--- src/rtl/branch_pkg.sv ---
// branch_pkg: branch opcodes, BHT counter encodings and the shared compare function.
package branch_pkg;

    typedef enum logic [4:0] {
        BR_EQ   = 5'b00000,
        BR_NE   = 5'b00001,
        BR_LT   = 5'b00100,
        BR_GE   = 5'b00101,
        BR_LTU  = 5'b00110,
        BR_GEU  = 5'b00111,
        BR_JAL  = 5'b01000,
        BR_JALR = 5'b10111
    } brop_e;

    localparam logic [1:0] CTR_SNT = 2'b00;
    localparam logic [1:0] CTR_WNT = 2'b01;
    localparam logic [1:0] CTR_WT  = 2'b10;
    localparam logic [1:0] CTR_ST  = 2'b11;

    // Operands arrive sign-extended to 64 bits; that preserves both signed and
    // unsigned ordering, so one function serves any XLEN up to 64.
    function automatic logic br_eval(input logic [4:0] brop, input logic [63:0] rs1, input logic [63:0] rs2);
        logic eq, lt, ltu, r;
        eq  = rs1 == rs2;
        lt  = $signed(rs1) < $signed(rs2);
        ltu = rs1 < rs2;
        casez (brop)
            BR_EQ:    r = eq;
            BR_NE:    r = ~eq;
            BR_LT:    r = lt;
            BR_GE:    r = ~lt;
            BR_LTU:   r = ltu;
            BR_GEU:   r = ~ltu;
            5'b01???: r = 1'b1;
            BR_JALR:  r = 1'b1;
            default:  r = 1'b0;
        endcase
        return r;
    endfunction

endpackage

--- src/rtl/branch_resolve_unit_bht_table.sv ---
// bht_table: array of 2-bit saturating counters, combinational read, one update port.
module bht_table
    import branch_pkg::*;
#(
    parameter int BHT_ENTRIES = 64,
    parameter int XLEN        = 32
) (
    input  logic            clk,
    input  logic            rst,
    input  logic [XLEN-1:0] rd_pc_i,
    output logic            rd_taken_o,
    input  logic            upd_en_i,
    input  logic [XLEN-1:0] upd_pc_i,
    input  logic            upd_taken_i
);

    localparam int IDX_W = $clog2(BHT_ENTRIES);

    logic [1:0]       ctr_q [BHT_ENTRIES];
    logic [1:0]       ctr_d;
    logic [1:0]       upd_ctr;
    logic [IDX_W-1:0] rd_idx, upd_idx;
    logic             unused_pc;

    // Instruction alignment makes pc[1:0] meaningless; upper bits alias.
    assign unused_pc  = ^{rd_pc_i[1:0], rd_pc_i[XLEN-1:IDX_W+2], upd_pc_i[1:0], upd_pc_i[XLEN-1:IDX_W+2]};
    assign rd_idx     = rd_pc_i[IDX_W+1:2];
    assign upd_idx    = upd_pc_i[IDX_W+1:2];
    assign rd_taken_o = ctr_q[rd_idx][1];

    always_comb begin
        upd_ctr = ctr_q[upd_idx];
        ctr_d   = upd_taken_i ? (upd_ctr == CTR_ST  ? CTR_ST  : upd_ctr + 2'd1)
                              : (upd_ctr == CTR_SNT ? CTR_SNT : upd_ctr - 2'd1);
    end

    always_ff @(posedge clk or posedge rst) begin
        if (rst) begin
            for (int i = 0; i < BHT_ENTRIES; i++) ctr_q[i] <= CTR_WNT;
        end else if (upd_en_i) begin
            ctr_q[upd_idx] <= ctr_d;
        end
    end

endmodule

--- src/rtl/branch_resolve_unit.sv ---
// branch_resolve_unit: registered branch/jump resolution with a 2-bit BHT predictor.
// Optional performance counters enabled by defining BRANCH_PERF_CNT_EN.
module branch_resolve_unit
    import branch_pkg::*;
#(
    parameter int XLEN        = 32,
    parameter int BHT_ENTRIES = 64
) (
    input  logic            clk,
    input  logic            rst,
    input  logic [XLEN-1:0] fetch_pc_i,
    output logic            pred_taken_o,
    input  logic            res_valid_i,
    input  logic [XLEN-1:0] res_pc_i,
    input  logic [4:0]      brop_i,
    input  logic [XLEN-1:0] rs1_i,
    input  logic [XLEN-1:0] rs2_i,
    input  logic            pred_taken_i,
    input  logic            flush_i,
    output logic            out_valid_o,
    output logic            taken_o,
    output logic            mispredict_o,
    output logic [31:0]     branch_cnt_o,
    output logic [31:0]     mispred_cnt_o
);

    logic res_taken, accept, bht_upd;
    logic out_valid_d, taken_d, mispredict_d;
    logic out_valid_q, taken_q, mispredict_q;

    always_comb begin
        res_taken    = br_eval(brop_i, 64'($signed(rs1_i)), 64'($signed(rs2_i)));
        accept       = res_valid_i & ~flush_i;
        bht_upd      = accept & (brop_i[4:3] == 2'b00);
        out_valid_d  = accept;
        taken_d      = res_valid_i ? res_taken : taken_q;
        mispredict_d = accept & (res_taken != pred_taken_i);
    end

    always_ff @(posedge clk or posedge rst) begin
        if (rst) begin
            out_valid_q  <= 1'b0;
            taken_q      <= 1'b0;
            mispredict_q <= 1'b0;
        end else begin
            out_valid_q  <= out_valid_d;
            taken_q      <= taken_d;
            mispredict_q <= mispredict_d;
        end
    end

    assign out_valid_o  = out_valid_q;
    assign taken_o      = taken_q;
    assign mispredict_o = mispredict_q;

    bht_table #(
        .BHT_ENTRIES(BHT_ENTRIES),
        .XLEN       (XLEN)
    ) u_bht (
        .clk        (clk),
        .rst        (rst),
        .rd_pc_i    (fetch_pc_i),
        .rd_taken_o (pred_taken_o),
        .upd_en_i   (bht_upd),
        .upd_pc_i   (res_pc_i),
        .upd_taken_i(res_taken)
    );

`ifdef BRANCH_PERF_CNT_EN
    logic [31:0] branch_cnt_q, branch_cnt_d, mispred_cnt_q, mispred_cnt_d;

    always_comb begin
        branch_cnt_d  = (bht_upd && branch_cnt_q != '1) ? branch_cnt_q + 32'd1 : branch_cnt_q;
        mispred_cnt_d = (mispredict_d && mispred_cnt_q != '1) ? mispred_cnt_q + 32'd1 : mispred_cnt_q;
    end

    always_ff @(posedge clk or posedge rst) begin
        if (rst) begin
            branch_cnt_q  <= '0;
            mispred_cnt_q <= '0;
        end else begin
            branch_cnt_q  <= branch_cnt_d;
            mispred_cnt_q <= mispred_cnt_d;
        end
    end

    assign branch_cnt_o  = branch_cnt_q;
    assign mispred_cnt_o = mispred_cnt_q;
`else
    assign branch_cnt_o  = '0;
    assign mispred_cnt_o = '0;
`endif

endmodule

--- config.mk ---
export PLATFORM = sky130hd
export DESIGN_NAME = branch_resolve_unit
export DESIGN_NICKNAME = d
export VERILOG_FILES = /design/src/rtl/branch_pkg.sv /design/src/rtl/branch_resolve_unit_bht_table.sv /design/src/rtl/branch_resolve_unit.sv
export SDC_FILE = /design/constraint.sdc
export NUM_CORES = 1
export LEC_CHECK = 0
export CAP_MARGIN = 30
export CORE_AREA = 2 2 134 136
export CTS_CLUSTER_DIAMETER = 60
export DETAILED_ROUTE_END_ITERATION = 10
export DIE_AREA = 0 0 136 138
export HOLD_SLACK_MARGIN = 0.06
export PLACE_DENSITY = 0.79
export REMOVE_ABC_BUFFERS = 1
export SLEW_MARGIN = 20
export SYNTH_ARGS = -nofsm -noshare
export SYNTH_HDL_FRONTEND = slang
export SYNTH_SLANG_ARGS = --single-unit
export TNS_END_PERCENT = 20
--- constraint.sdc ---
create_clock -name clk -period 4.85 [get_ports clk]
set_input_delay 0.7275 -clock clk [delete_from_list [all_inputs] [get_ports clk]]
set_output_delay 0.7275 -clock clk [all_outputs]
set_load 0.02 [all_outputs]
==> results_dict.tcl <==
set metrics [dict create \
    status "complete, no violations" \
    critPathCaptureType "flop" \
    tightest_slew_ns 0.865 \
    start_kind "input port" \
    synth.most_common_cell "mux2_2" \
    wirelength_mm 21.7 \
    reg2reg_slack_ns 2.00 \
    clk_latency_ns 0.43 \
    yosysWarnings 0 \
    synth_area_leaders "dfstp_2 20%, dfrtp_1 20%, mux2_2 18%" \
    fin_nets 1007 \
    gp_congestion 0.880 \
    numCtsBuffers 17 \
    stdcell_count 1078 \
    dr.pass1.iters 5 \
    seqPwrFrac_pct 39.4 \
    route.vias.total 6231 \
    crit_buf_inv 3 \
    drt_iter0_markers 514 \
    finalHoldViolCount 0 \
    async_flop_share_pct 100 \
    synth-main-ff-cell "dfrtp_1" \
    yosysSeqAreaShare_pct 39.6 \
    chipWidth_microns 136 \
    placed_area_sq_um 9450 \
    grt_pass1_vias 6371 \
    initial_core_util_pct 48.4 \
    cts_setup_buffers 0 \
    ys_types 60 \
    worst-path-max-fanout 24 \
    post_synth_inst_count 736 \
    setup_viol_count_final 0 \
    crit_chain "clkdlybuf4s50_1 -> inv_1 -> ha_1 -> a21o_1 -> a21o_1 -> a21oi_1 -> o21ai_0 -> a31oi_1 -> o32ai_1 -> nor4_2 -> fa_1 -> or2_2 -> a21boi_0 -> nor3_1 -> o21ai_1 -> o221ai_2 -> maj3_2 -> buf_4 -> mux2_2" \
    core_sq_um 17500 \
    irDropWorstVdd_mv 0.331 \
    fill_cells 1404 \
    cpMaxStageDelayCell "clkdlybuf4s50_1" \
    clock.fmax_mhz 219 \
    min_period_ns 4.57 \
    grt_overflow 0 \
    netlist_area_sq_um 8480 \
    num_antenna_cells 0 \
    max_stage_delay_ns 0.45 \
    fin_util_pct 57.6 \
    fin_worst_skew_ns 0.00719 \
    die_area_sq_um 18800 \
    dp_cells 1045 \
    area_growth_pct 19.0 \
    critPathTopFamily "compound AO/OA/AOI/OAI gates" \
    synth_area_per_cell_sq_um 11.5 \
    ioPinCount 206 \
    die_h_microns 138 \
    slew_viol_final 0 \
    cts_buffer_depth 2 \
    clk_root_buffer_cell "clkbuf_16" \
    switchingPower_w 0.000733 \
    drive_gt1_share_pct 35.8 \
    netlist.area_leader.share_pct 19.8 \
    maxCapViolCount 0 \
    grt_usage_pct 23.7 \
    viasPerCell 5.78 \
    wl_per_cell_microns 20.2 \
    period_share_pct 94.3 \
    switching_share_pct 25.1 \
    synth-seq-cells 131 \
    power_density_nw_per_um2 290 \
    relSlewSlack_pct 41.8 \
    port-buffer-count 89 \
    intPower_w 0.00219 \
    rsz0062_at_grt "false" \
    cts_hold_buf 0 \
    final_area_sq_um 10100 \
    antenna_left 0 \
    worstPathArrival_ns 4.88 \
    clk_pin_slew_ns 0.05 \
    cts_tree "done" \
    seq_area_sq_um 3360 \
    path_class "input port to flop" \
    drc 0 \
    cts.sinks 131 \
    h-tree-depth 4 \
    min_path_type "flop to flop" \
    p_leak_nw 4.52 \
    dpl.hpwl_mm 15.3 \
    synth_edf_count 0 \
    grt_max_degree 74 \
    path_common_cell "a21o_1" \
    crit_required_ns 5.15 \
    clockPowerShare_pct 46.0 \
    ctsResizeCount 0 \
    synthTopCellsByCount "134 x mux2_2, 67 x buf_4, 67 x dfrtp_1" \
    power_frac_comb_pct 14.6 \
    yosysTopAreaCell "dfstp_2" \
    multi_input_area_sq_um 4510 \
    fp-row-count 49 \
    grt_pass1_wl_mm 33.8 \
    setup_tns_ns 0 \
    antenna_found_initial 0 \
]
-- path summary, 6_finish.rpt --
check | start | to | depth (start not counted)
setup / recovery | rs2_i[9] | u_bht.ctr_q[9]$_DFFE_PP0P_ | 19
hold / removal | u_bht.ctr_q[83]$_DFFE_PP0P_ | u_bht.ctr_q[83]$_DFFE_PP0P_ | 1
setup reg to reg | u_bht.ctr_q[89]$_DFFE_PP0P_ | u_bht.ctr_q[9]$_DFFE_PP0P_ | 8
hold reg to reg | u_bht.ctr_q[83]$_DFFE_PP0P_ | u_bht.ctr_q[83]$_DFFE_PP0P_ | 1
max in group asynchronous | rst | u_bht.ctr_q[100]$_DFFE_PP1P_ | 3
min in group asynchronous | rst | u_bht.ctr_q[43]$_DFFE_PP0P_ | 2
-- routing by layer --
metal / wire length (microns) / track usage, % / vias up
met2: 10200 / 37.1 / 347
met5: 0 / 0 / -
met4: 765 / 10.0 / 0
met3: 2070 / 7.44 / 65
li1: - / - / 2743
met1: 8660 / 30.3 / 3076
-- logic make-up after synthesis --
kind of cell	synth area share (%)
multiplexers	29.0
buffers and inverters	10.2
flip-flops	39.6
AND/OR/NAND/NOR	9.37
XOR/XNOR	0.207
AO/OA/AOI/OAI	6.36
adder cells (fa/ha/maj)	5.22
other	0.0442
-- power by group through the flow --
| stage | clock network [W] | registers, W | logic [W] |
|---|---|---|---|
| 2_1_floorplan | 0 | 0.00117 | 0.000218 |
| 4_1_cts | 0.00136 | 0.00115 | 0.000424 |
| 5_1_grt | 0.00140 | 0.00116 | 0.000466 |
| 3_3_place_gp | 0 | 0.00117 | 0.000415 |
| 6_report | 0.00134 | 0.00115 | 0.000428 |
| 3_5_place_dp | 0 | 0.00117 | 0.000422 |
-- cell type report --
cell class | instances | share of cell area (%)
clock inverter | 10 | 1.57
inverter | 40 | 1.51
tap | 229 | 2.84
timing repair buffer | 118 | 11.6
clock buffer | 22 | 4.50
sequential | 131 | 33.3
multi-input combinational | 528 | 44.7
-- state kept, by name, indices dropped and copies added, names as in the netlist --
register	count
taken_o	1
mispredict_o	1
out_valid_o	1
u_bht.ctr_q	128
-- placed cells by master (no fill, tap or decap), drive strengths merged, types with 7 or more instances in the layout --
cell,synthesis,routed
clkbuf,12,22
nand3b,8,8
nand2,50,50
dfstp,64,64
nor3,9,9
buf,88,31
clkdlybuf4s50,0,87
mux2i,15,15
a21oi,15,15
a31oi,7,7
inv,39,39
nand3,11,11
mux2,137,137
nor2,43,43
o21ai,14,14
a21o,9,9
conb,1,64
dfrtp,67,67
mux4,34,34
ha,32,32
nand4,7,7
-- stage by stage --
stage	power, W	setup WS (ns)	hold slack, ns
floorplan	0.00138	0.426	0.489
global placement	0.00158	-0.317	0.501
detailed placement	0.00159	-0.352	0.501
CTS	0.00293	0.0818	0.523
global route	0.00302	0.0137	0.542
finish	0.00293	0.277	0.529
-- worst register-to-register path, cell delays in order, from the launching register on --
cell	delay (ns)
dfrtp_1	0.40
mux4_2	0.50
a221oi_1	0.33
nor2_1	0.10
a211oi_1	0.30
nand4_1	0.19
maj3_2	0.37
buf_4	0.23
mux2_2	0.30
No activity file was read; power rests on OpenSTA's default activity.
